**config.mk**
```make
export PLATFORM = sky130hd
export DESIGN_NAME = vx_sfu_csr_responder
export DESIGN_NICKNAME = d
export VERILOG_FILES = /design/src/rtl/vx_sfu_csr_pkg.sv /design/src/rtl/vx_sfu_csr_bank.sv /design/src/rtl/vx_sfu_csr_responder.sv
export SDC_FILE = /design/constraint.sdc
export NUM_CORES = 2
export LEC_CHECK = 0
export BUFFER_PORTS_ARGS = -buffer_cell sky130_fd_sc_hd__buf_2
export CORE_UTILIZATION = 55
export DETAILED_ROUTE_END_ITERATION = 10
export GPL_ROUTABILITY_DRIVEN = 0
export MAX_ROUTING_LAYER = met4
export PLACE_DENSITY = 0.75
export SKIP_CTS_REPAIR_TIMING = 1
export SYNTH_ARGS = -nofsm -noshare
export SYNTH_HDL_FRONTEND = slang
export SYNTH_HIERARCHICAL = 1
export SYNTH_SLANG_ARGS = --single-unit
```
**constraint.sdc**
```tcl
create_clock -name clk -period 2.3 [get_ports clk]
set_input_delay 0.23 -clock clk [delete_from_list [all_inputs] [get_ports clk]]
set_output_delay 0.23 -clock clk [all_outputs]
set_load 0.005 [all_outputs]
```
**src/rtl/vx_sfu_csr_pkg.sv**
```systemverilog
// Shared constants and types for the SFU extension CSR responder.
package vx_sfu_csr_pkg;

  localparam int unsigned VX_NUM_WARPS     = 4;
  localparam int unsigned VX_UUID_WIDTH    = 44;
  localparam int unsigned VX_CSR_ADDR_BITS = 12;

  // Extension CSR windows; END is one past the last address of the window.
  localparam logic [VX_CSR_ADDR_BITS-1:0] VX_CSR_TEX_BEGIN    = 12'hFC0;
  localparam logic [VX_CSR_ADDR_BITS-1:0] VX_CSR_TEX_END      = 12'hFC8;
  localparam logic [VX_CSR_ADDR_BITS-1:0] VX_CSR_RASTER_BEGIN = 12'hFC8;
  localparam logic [VX_CSR_ADDR_BITS-1:0] VX_CSR_RASTER_END   = 12'hFD0;
  localparam logic [VX_CSR_ADDR_BITS-1:0] VX_CSR_ROP_BEGIN    = 12'hFD0;
  localparam logic [VX_CSR_ADDR_BITS-1:0] VX_CSR_ROP_END      = 12'hFD8;

  // Default window size; the last index of a window is the COMMIT register.
  localparam int unsigned VX_SFU_CSR_COUNT      = 8;
  localparam int unsigned VX_SFU_CSR_COMMIT_IDX = VX_SFU_CSR_COUNT - 1;

  // Commit status word: pending flag at bit 8, commit count in bits 7:0.
  localparam int unsigned CSR_STATUS_PENDING_BIT = 8;
  localparam int unsigned CSR_STATUS_COUNT_W     = 8;

  typedef struct packed {
    logic [22:0]                   rsvd;
    logic                          pending;
    logic [CSR_STATUS_COUNT_W-1:0] count;
  } csr_status_t;

  function automatic logic [31:0] csr_status_word(input logic pending,
                                                  input logic [CSR_STATUS_COUNT_W-1:0] count);
    csr_status_t s;
    s.rsvd    = '0;
    s.pending = pending;
    s.count   = count;
    return s;
  endfunction

endpackage

```
**src/rtl/vx_sfu_csr_bank.sv**
```systemverilog
// One warp's CSR state: shadow bank, active bank, pending commit and commit count.
module vx_sfu_csr_bank
  import vx_sfu_csr_pkg::*;
#(
  parameter int unsigned NUM_DATA = 7,
  parameter int unsigned IDX_W    = VX_CSR_ADDR_BITS
) (
  input  logic                           clk,
  input  logic                           rst_n,
  input  logic                           wr_en,
  input  logic [IDX_W-1:0]               wr_idx,
  input  logic [31:0]                    wr_data,
  input  logic                           commit,
  input  logic                           lock,
  output logic [NUM_DATA*32-1:0]         shadow_o,
  output logic [NUM_DATA*32-1:0]         active_o,
  output logic                           pending_o,
  output logic [CSR_STATUS_COUNT_W-1:0]  ccount_o,
  output logic                           applied_o
);

  logic [NUM_DATA*32-1:0]        shadow_q, shadow_d;
  logic [NUM_DATA*32-1:0]        active_q, active_d;
  logic                          pending_q, pending_d;
  logic [CSR_STATUS_COUNT_W-1:0] ccount_q, ccount_d;
  logic                          applied_q, applied_d;
  logic                          apply;

  assign apply = pending_q & ~lock;

  // Shadow writes, commit arming and the shadow-to-active apply.
  always_comb begin
    shadow_d  = shadow_q;
    active_d  = active_q;
    pending_d = pending_q;
    ccount_d  = ccount_q;
    applied_d = 1'b0;

    for (int unsigned i = 0; i < NUM_DATA; i++) begin
      if (wr_en && (wr_idx == IDX_W'(i))) begin
        shadow_d[i*32 +: 32] = wr_data;
      end
    end

    // A commit that lands on the apply edge merges into that apply: the
    // shadow being copied is already the newest, so nothing is lost.
    if (apply) begin
      active_d  = shadow_q;
      pending_d = 1'b0;
      ccount_d  = ccount_q + 1'b1;
      applied_d = 1'b1;
    end else if (commit) begin
      pending_d = 1'b1;
    end
  end

  // Bank state registers.
  always_ff @(posedge clk or negedge rst_n) begin
    if (!rst_n) begin
      shadow_q  <= '0;
      active_q  <= '0;
      pending_q <= 1'b0;
      ccount_q  <= '0;
      applied_q <= 1'b0;
    end else begin
      shadow_q  <= shadow_d;
      active_q  <= active_d;
      pending_q <= pending_d;
      ccount_q  <= ccount_d;
      applied_q <= applied_d;
    end
  end

  assign shadow_o  = shadow_q;
  assign active_o  = active_q;
  assign pending_o = pending_q;
  assign ccount_o  = ccount_q;
  assign applied_o = applied_q;

endmodule

```
**src/rtl/vx_sfu_csr_responder.sv**
```systemverilog
// CSR slave for one SFU extension window: decode, per-warp banks, read mux
// and the registered active-state response port.
module vx_sfu_csr_responder
  import vx_sfu_csr_pkg::*;
#(
  parameter int unsigned                  NUM_WARPS  = VX_NUM_WARPS,
  parameter int unsigned                  NUM_LANES  = 1,
  parameter logic [VX_CSR_ADDR_BITS-1:0]  CSR_BEGIN  = VX_CSR_TEX_BEGIN,
  parameter int unsigned                  NUM_CSRS   = VX_SFU_CSR_COUNT,
  parameter int unsigned                  PID_WIDTH  = 1,
  parameter int unsigned                  UUID_WIDTH = VX_UUID_WIDTH,
  parameter int unsigned                  NW_WIDTH   = (NUM_WARPS > 1) ? $clog2(NUM_WARPS) : 1
) (
  input  logic                          clk,
  input  logic                          reset,

  input  logic                          read_enable,
  input  logic [UUID_WIDTH-1:0]         read_uuid,
  input  logic [PID_WIDTH-1:0]          read_pid,
  input  logic [NW_WIDTH-1:0]           read_wid,
  input  logic [NUM_LANES-1:0]          read_tmask,
  input  logic [VX_CSR_ADDR_BITS-1:0]   read_addr,
  output logic [NUM_LANES*32-1:0]       read_data,

  input  logic                          write_enable,
  input  logic [UUID_WIDTH-1:0]         write_uuid,
  input  logic [PID_WIDTH-1:0]          write_pid,
  input  logic [NW_WIDTH-1:0]           write_wid,
  input  logic [NUM_LANES-1:0]          write_tmask,
  input  logic [VX_CSR_ADDR_BITS-1:0]   write_addr,
  input  logic [NUM_LANES*32-1:0]       write_data,

  input  logic                          state_req_valid,
  input  logic [NW_WIDTH-1:0]           state_req_wid,
  output logic                          state_rsp_valid,
  output logic [(NUM_CSRS-1)*32-1:0]    state_rsp_data,

  input  logic [NUM_WARPS-1:0]          state_lock,
  output logic [NUM_WARPS-1:0]          commit_mask
);

  localparam int unsigned NUM_DATA   = NUM_CSRS - 1;
  localparam int unsigned COMMIT_IDX = NUM_CSRS - 1;
  localparam int unsigned AW         = VX_CSR_ADDR_BITS;

  // Tags and packet ids are debug-only on this side.
  logic unused_req_tags;
  assign unused_req_tags = ^{read_uuid, read_pid, write_uuid, write_pid};

  // Window decode.
  logic [AW-1:0] rd_idx, wr_idx;
  logic          rd_in_win, wr_in_win;
  logic          wr_is_commit, wr_is_data;

  assign rd_idx       = read_addr - CSR_BEGIN;
  assign wr_idx       = write_addr - CSR_BEGIN;
  assign rd_in_win    = (read_addr >= CSR_BEGIN) && (rd_idx < AW'(NUM_CSRS));
  assign wr_in_win    = (write_addr >= CSR_BEGIN) && (wr_idx < AW'(NUM_CSRS));
  assign wr_is_commit = wr_in_win && (wr_idx == AW'(COMMIT_IDX));
  assign wr_is_data   = wr_in_win && (wr_idx < AW'(NUM_DATA));

  // Lowest-indexed active lane supplies the write value.
  logic [31:0] wr_lane_data;
  logic        wr_lane_hit;

  // Priority encoder over write_tmask, lane 0 first.
  always_comb begin
    wr_lane_data = '0;
    wr_lane_hit  = 1'b0;
    for (int unsigned l = 0; l < NUM_LANES; l++) begin
      if (write_tmask[l] && !wr_lane_hit) begin
        wr_lane_data = write_data[l*32 +: 32];
        wr_lane_hit  = 1'b1;
      end
    end
  end

  // Per-warp banks.
  logic [NUM_WARPS-1:0][NUM_DATA*32-1:0]        bank_shadow;
  logic [NUM_WARPS-1:0][NUM_DATA*32-1:0]        bank_active;
  logic [NUM_WARPS-1:0]                         bank_pending;
  logic [NUM_WARPS-1:0][CSR_STATUS_COUNT_W-1:0] bank_ccount;
  logic [NUM_WARPS-1:0]                         bank_applied;
  logic [NUM_WARPS-1:0]                         bank_wr_en;
  logic [NUM_WARPS-1:0]                         bank_commit;

  for (genvar w = 0; w < NUM_WARPS; w++) begin : g_bank
    assign bank_wr_en[w]  = write_enable && wr_is_data && wr_lane_hit
                            && (write_wid == NW_WIDTH'(w));
    assign bank_commit[w] = write_enable && wr_is_commit
                            && (write_wid == NW_WIDTH'(w));

    vx_sfu_csr_bank #(
      .NUM_DATA (NUM_DATA),
      .IDX_W    (AW)
    ) u_bank (
      .clk       (clk),
      .rst_n     (reset),
      .wr_en     (bank_wr_en[w]),
      .wr_idx    (wr_idx),
      .wr_data   (wr_lane_data),
      .commit    (bank_commit[w]),
      .lock      (state_lock[w]),
      .shadow_o  (bank_shadow[w]),
      .active_o  (bank_active[w]),
      .pending_o (bank_pending[w]),
      .ccount_o  (bank_ccount[w]),
      .applied_o (bank_applied[w])
    );
  end

  assign commit_mask = bank_applied;

  // Zero-latency read mux: select warp and register, then fan out per lane mask.
  logic [31:0] rd_word;

  always_comb begin
    rd_word = '0;
    for (int unsigned w = 0; w < NUM_WARPS; w++) begin
      if (read_wid == NW_WIDTH'(w)) begin
        if (rd_idx == AW'(COMMIT_IDX)) begin
          rd_word = csr_status_word(bank_pending[w], bank_ccount[w]);
        end else begin
          for (int unsigned i = 0; i < NUM_DATA; i++) begin
            if (rd_idx == AW'(i)) begin
              rd_word = bank_shadow[w][i*32 +: 32];
            end
          end
        end
      end
    end

    read_data = '0;
    if (read_enable && rd_in_win) begin
      for (int unsigned l = 0; l < NUM_LANES; l++) begin
        if (read_tmask[l]) begin
          read_data[l*32 +: 32] = rd_word;
        end
      end
    end
  end

  // State response: capture the requested warp's active bank (pre-apply value).
  logic                   state_rsp_valid_q, state_rsp_valid_d;
  logic [NUM_DATA*32-1:0] state_rsp_data_q, state_rsp_data_d;

  // Next-state for the response register.
  always_comb begin
    state_rsp_valid_d = state_req_valid;
    state_rsp_data_d  = state_rsp_data_q;
    if (state_req_valid) begin
      state_rsp_data_d = '0;
      for (int unsigned w = 0; w < NUM_WARPS; w++) begin
        if (state_req_wid == NW_WIDTH'(w)) begin
          state_rsp_data_d = bank_active[w];
        end
      end
    end
  end

  // Response registers.
  always_ff @(posedge clk or negedge reset) begin
    if (!reset) begin
      state_rsp_valid_q <= 1'b0;
      state_rsp_data_q  <= '0;
    end else begin
      state_rsp_valid_q <= state_rsp_valid_d;
      state_rsp_data_q  <= state_rsp_data_d;
    end
  end

  assign state_rsp_valid = state_rsp_valid_q;
  assign state_rsp_data  = state_rsp_data_q;

endmodule
```
==> metrics, run 1 <==
Initial Util roughly 55%; TritonCTS Sinks 2057; IO buf count between 300 and 400; Yosys cell types 89; largest area contributor in the netlist dfrtp_1; dominant cells by area after synthesis dfrtp_1 (56%), mux2_2 (14%), nand2_1 (12%), mux4_2 (5.6%), clkbuf_1 (1.3%); failing step 5_1_grt; ys async rst share 100%; row cnt around 150; Syn Area/Cell 11.3 um^2; total track usage a little over 50%; clk buf depth 3; Die H 409 um; YS warnings 6; dpl hpwl 271000 um; Post-Syn Area around 0.091 mm^2; Mapped Cells 8046; status aborted with a tool error; H-tree depth 4; I/O pin count around 420; Error Message [ERROR GRT-0232] Routing congestion too high. Check the congestion heatmap in the GUI.; Yosys reg bits 2057; Die Wd about 410 um; Root Driver clkbuf_16; share of the synthesized area in the top cell type 56.4%; Mapped Nets slightly above 8000; number of CTS-inserted buffers a little over 200; register area share after synthesis 56.4%; Synth Flop Type dfrtp_1; Post-synth EDFFs 0; area post-placement 0.102 mm^2; largest net degree at the start of global routing 118; global route total overflow 1
==> cell families after synthesis <==
| kind of cell | after synthesis | synth area share (%) |
|---|---|---|
| buffers and inverters | 529 | 2.67 |
| xor gates and xnor gates | 33 | 0.317 |
| and+or+nand+nor | 3260 | 14.6 |
| muxes | 1406 | 20.2 |
| DFF | 2057 | 56.4 |
| AOI/OAI and AO/OA | 756 | 5.81 |
| adders and majority gates | 5 | 0.0685 |
==> metrics by stage <==
stage	worst slack [ns]	hold WS, ns	utilization [%]	instances
after floorplan	-0.132	-0.0656	-	8046
after global placement	-1.23	0.185	61.6	10800
after detailed placement	-1.40	0.173	61.6	10800
after CTS	-2.02	-0.742	66.1	11200
==> cells in the mapped netlist, types with 13 or more instances <==
master and number:
mux2_4 16, o221ai_1 63, nand2b_1 15, mux2_2 1120, a222oi_1 21, o211ai_1 16
mux4_2 226, a211oi_1 17, a221oi_1 61, o21ai_0 96, nand4_1 34, a21oi_1 166
mux2i_1 36, clkbuf_1 306, nor2b_1 14, nand3_1 40, buf_1 55, a221o_1 13
dfrtp_1 2057, and2_1 38, and3_1 16, buf_6 40, nor2_1 138, nand2_1 2831
xnor2_1 27, o22ai_1 77, a22oi_1 66, buf_2 112, nor3_1 39
==> layer usage <==
layer	GRT usage [%]	overflow
met5	-	-
met4	46.7	0
met3	30.9	0
met2	65.2	1
met1	54.3	0
==> run 2, diff against run 1 <==
CORE_UTILIZATION = 40   (was 55)
MAX_ROUTING_LAYER = not set   (was met4)
PLACE_DENSITY = not set   (was 0.75)
PLACE_DENSITY_LB_ADDON = 0.15   (was not set)
clock period = 3 ns   (was 2.3 ns; I/O delays follow)
==> metrics, run 2 <==
status complete, but fails checks; failing checks negative setup slack; Yosys reg bits 2057 (unchanged); share of the synthesized area in the top cell type 56.4% (unchanged); Initial Util 40.4% (-15 points); Placeable Area 0.226 mm^2; number of CTS-inserted buffers 218 (+6.3%); Final Hold Fails 0; TritonCTS Sinks 2057 (unchanged); Hold Path Origin state_req_wid[1]; largest family of logic cells by synthesized area multiplexers; RR Endpoint g_bank[0].u_bank/active_o[177]; Die Wd 480 um (+17%); most frequent cells in the layout nand2_1 (2820), dfrtp_1 (2031), mux2_2 (1117); initial antenna violation count 49; Worst R2R Start g_bank[0].u_bank/pending_o; Hold Path Class in -> reg; vias per inst between 6 and 7; first-pass GRT wire length 586000 um; Final period util 122%; Setup CP Type reg -> out; largest area contributor in the netlist dfrtp_1; Layout Cell Area excl Fill 0.112 mm^2; slew of the pin with the lowest slew margin approximately 1.1 ns; reg2reg setup slack 0.82 ns; total track usage 36.5%; Worst Setup SP g_bank[0].u_bank/shadow_o[143]; Synth Flop Type dfrtp_1; Post-synth EDFFs 0 (unchanged); Syn Area/Cell 11.3 um^2 (unchanged); top post-synthesis cells by count nand2_1 (2831), dfrtp_1 (2057), mux2_2 (1120), clkbuf_1 (306), mux4_2 (226); Worst-path clk slew 0.06 ns; clk buf depth 3 (unchanged); Fin Clk Skew 0.0619 ns; adder-cell share of the synthesized area 0.0685% (unchanged); DR pass1 iterations 9; largest net degree at the start of global routing roughly 140; routed wire length ~430000 um; critical path endpoint category output port; number of remaining DRC errors 0; Mapped Nets 8214 (unchanged); WL/cell roughly 35 um; row cnt 174 (+17%); compound-cell area share of the yosys netlist 5.81% (unchanged); Layout area overhead 22.5%; dpl cells 11600 (+6.7%); CTS tree yes; number of global-route vias before repair about 73000; register area share after synthesis 56.4% (unchanged); Die Footprint 0.230 mm^2; VDD IR-drop max approximately 0.00068 V; dpl hpwl 298000 um (+10%); Worst Path Required 2.70 ns; via count 74100; global route total overflow 0; worst hold path stage count 3; Yosys cell types 89 (unchanged); Tot Pwr 58.5 mW; Mapped Cells 8046 (unchanged); commonest non-fill, non-tap cell in the layout nand2_1; setup slack after layout -0.669 ns; simple-gate share of the synthesized area 14.6% (unchanged); worst rel slew slack 28.3%; layout cells sized above 1 34.7%; area share of xor/xnor cells in the synthesized design 0.317% (unchanged); fin cells between 10000 and 15000; drt initial violations 9378; RSZ-0062 raised after global routing true; clock latency on the worst-skew pair 0.93 ns; Pleak 57.6 nW; H-tree depth 4 (unchanged); Max-cap violations 0; CP Max Fanout 3; Root Driver clkbuf_16; Final Util 49.5%; YS warnings 6 (unchanged); setup_tns -10.78 ns; Worst Reg-to-Reg Cells 5; post-synthesis mux area share 20.2% (unchanged); # nets final 9057; area post-placement 0.101 mm^2 (-0.15%); CP arrival 3.37 ns; Die H 480 um (+17%); Post-Syn Area 0.0913 mm^2 (unchanged); ys async rst share 100% (unchanged); max frequency 273 MHz; most numerous cell in the Yosys netlist nand2_1; Worst setup SP type flip-flop; IO buf count 333 (unchanged); Final ANT Viol Nets 0; Final Setup Violations 32; I/O pin count 424 (unchanged); dominant cells by area after synthesis dfrtp_1 (56%), mux2_2 (14%), nand2_1 (12%), mux4_2 (5.6%), clkbuf_1 (1.3%); fin crit period 3.67 ns; PwrDens 523 mW/mm^2; Hold EP state_rsp_data[77]; Final Max Tran Viols 0
run 2: logic make-up after synthesis:
family,Yosys count
AND/OR/NAND/NOR,3260
flip-flops,2057
multiplexers,1406
AO/OA/AOI/OAI,756
buffers and inverters,529
XOR/XNOR,33
adder cells (fa/ha/maj),5
run 2: how the worst max path moves through the flow:
stage	to	slack (ns)
finish	read_data[15]	-0.67
global route	read_data[15]	-0.69
CTS	read_data[23]	-1.27
detailed placement	read_data[23]	-1.26
global placement	read_data[23]	-1.27
floorplan	g_bank[0].u_bank/shadow_o[100]	0.07
run 2: where the power goes:
group	switching [mW]	internal (mW)	leakage (nW)
Clock	12.0	16.1	3.65
Combinational	1.91	0.745	25.3
Sequential	0.000238	27.7	28.7
Total	13.9	44.6	57.6
run 2: area by class of cell:
cell class / instances / area [um^2]
fill: 20400 / 114000
sequential: 2057 / 51500
multi-input combinational: 5460 / 38900
timing repair buffer: 1140 / 10100
clock buffer: 327 / 6530
tap: 2992 / 3740
clock inverter: 67 / 892
inverter: 12 / 75.1
antenna: 19 / 47.5
run 2: worst max-delay path, cell delays in order (launching register included):
cell	delay, ns
dfrtp_1	0.49
mux2_2	0.23
o221ai_2	0.12
a211o_1	0.31
a211o_1	0.31
a221o_1	0.29
o2111ai_1	0.12
o22ai_2	0.11
nor2_4	0.28
buf_2	0.17
run 2: stage by stage:
step	worst slack (ns)	hold WS, ns
3_5_place_dp	-1.26	0.217
6_report	-0.669	0.120
3_3_place_gp	-1.27	0.212
2_1_floorplan	0.0656	0.00441
5_1_grt	-0.691	0.0962
4_1_cts	-1.27	-0.747
run 2: routing by layer:
| layer | GRT usage, % | vias to the layer above | share of wire [%] |
|---|---|---|---|
| met3 | 8.95 | 1557 | 9.3 |
| li1 | - | 29600 | - |
| met4 | 31.0 | 25 | 11 |
| met2 | 54.3 | 4790 | 43 |
| met1 | 44.8 | 38100 | 37 |
| met5 | 0 | - | 0.054 |
No activity file was read; power rests on OpenSTA's default activity.
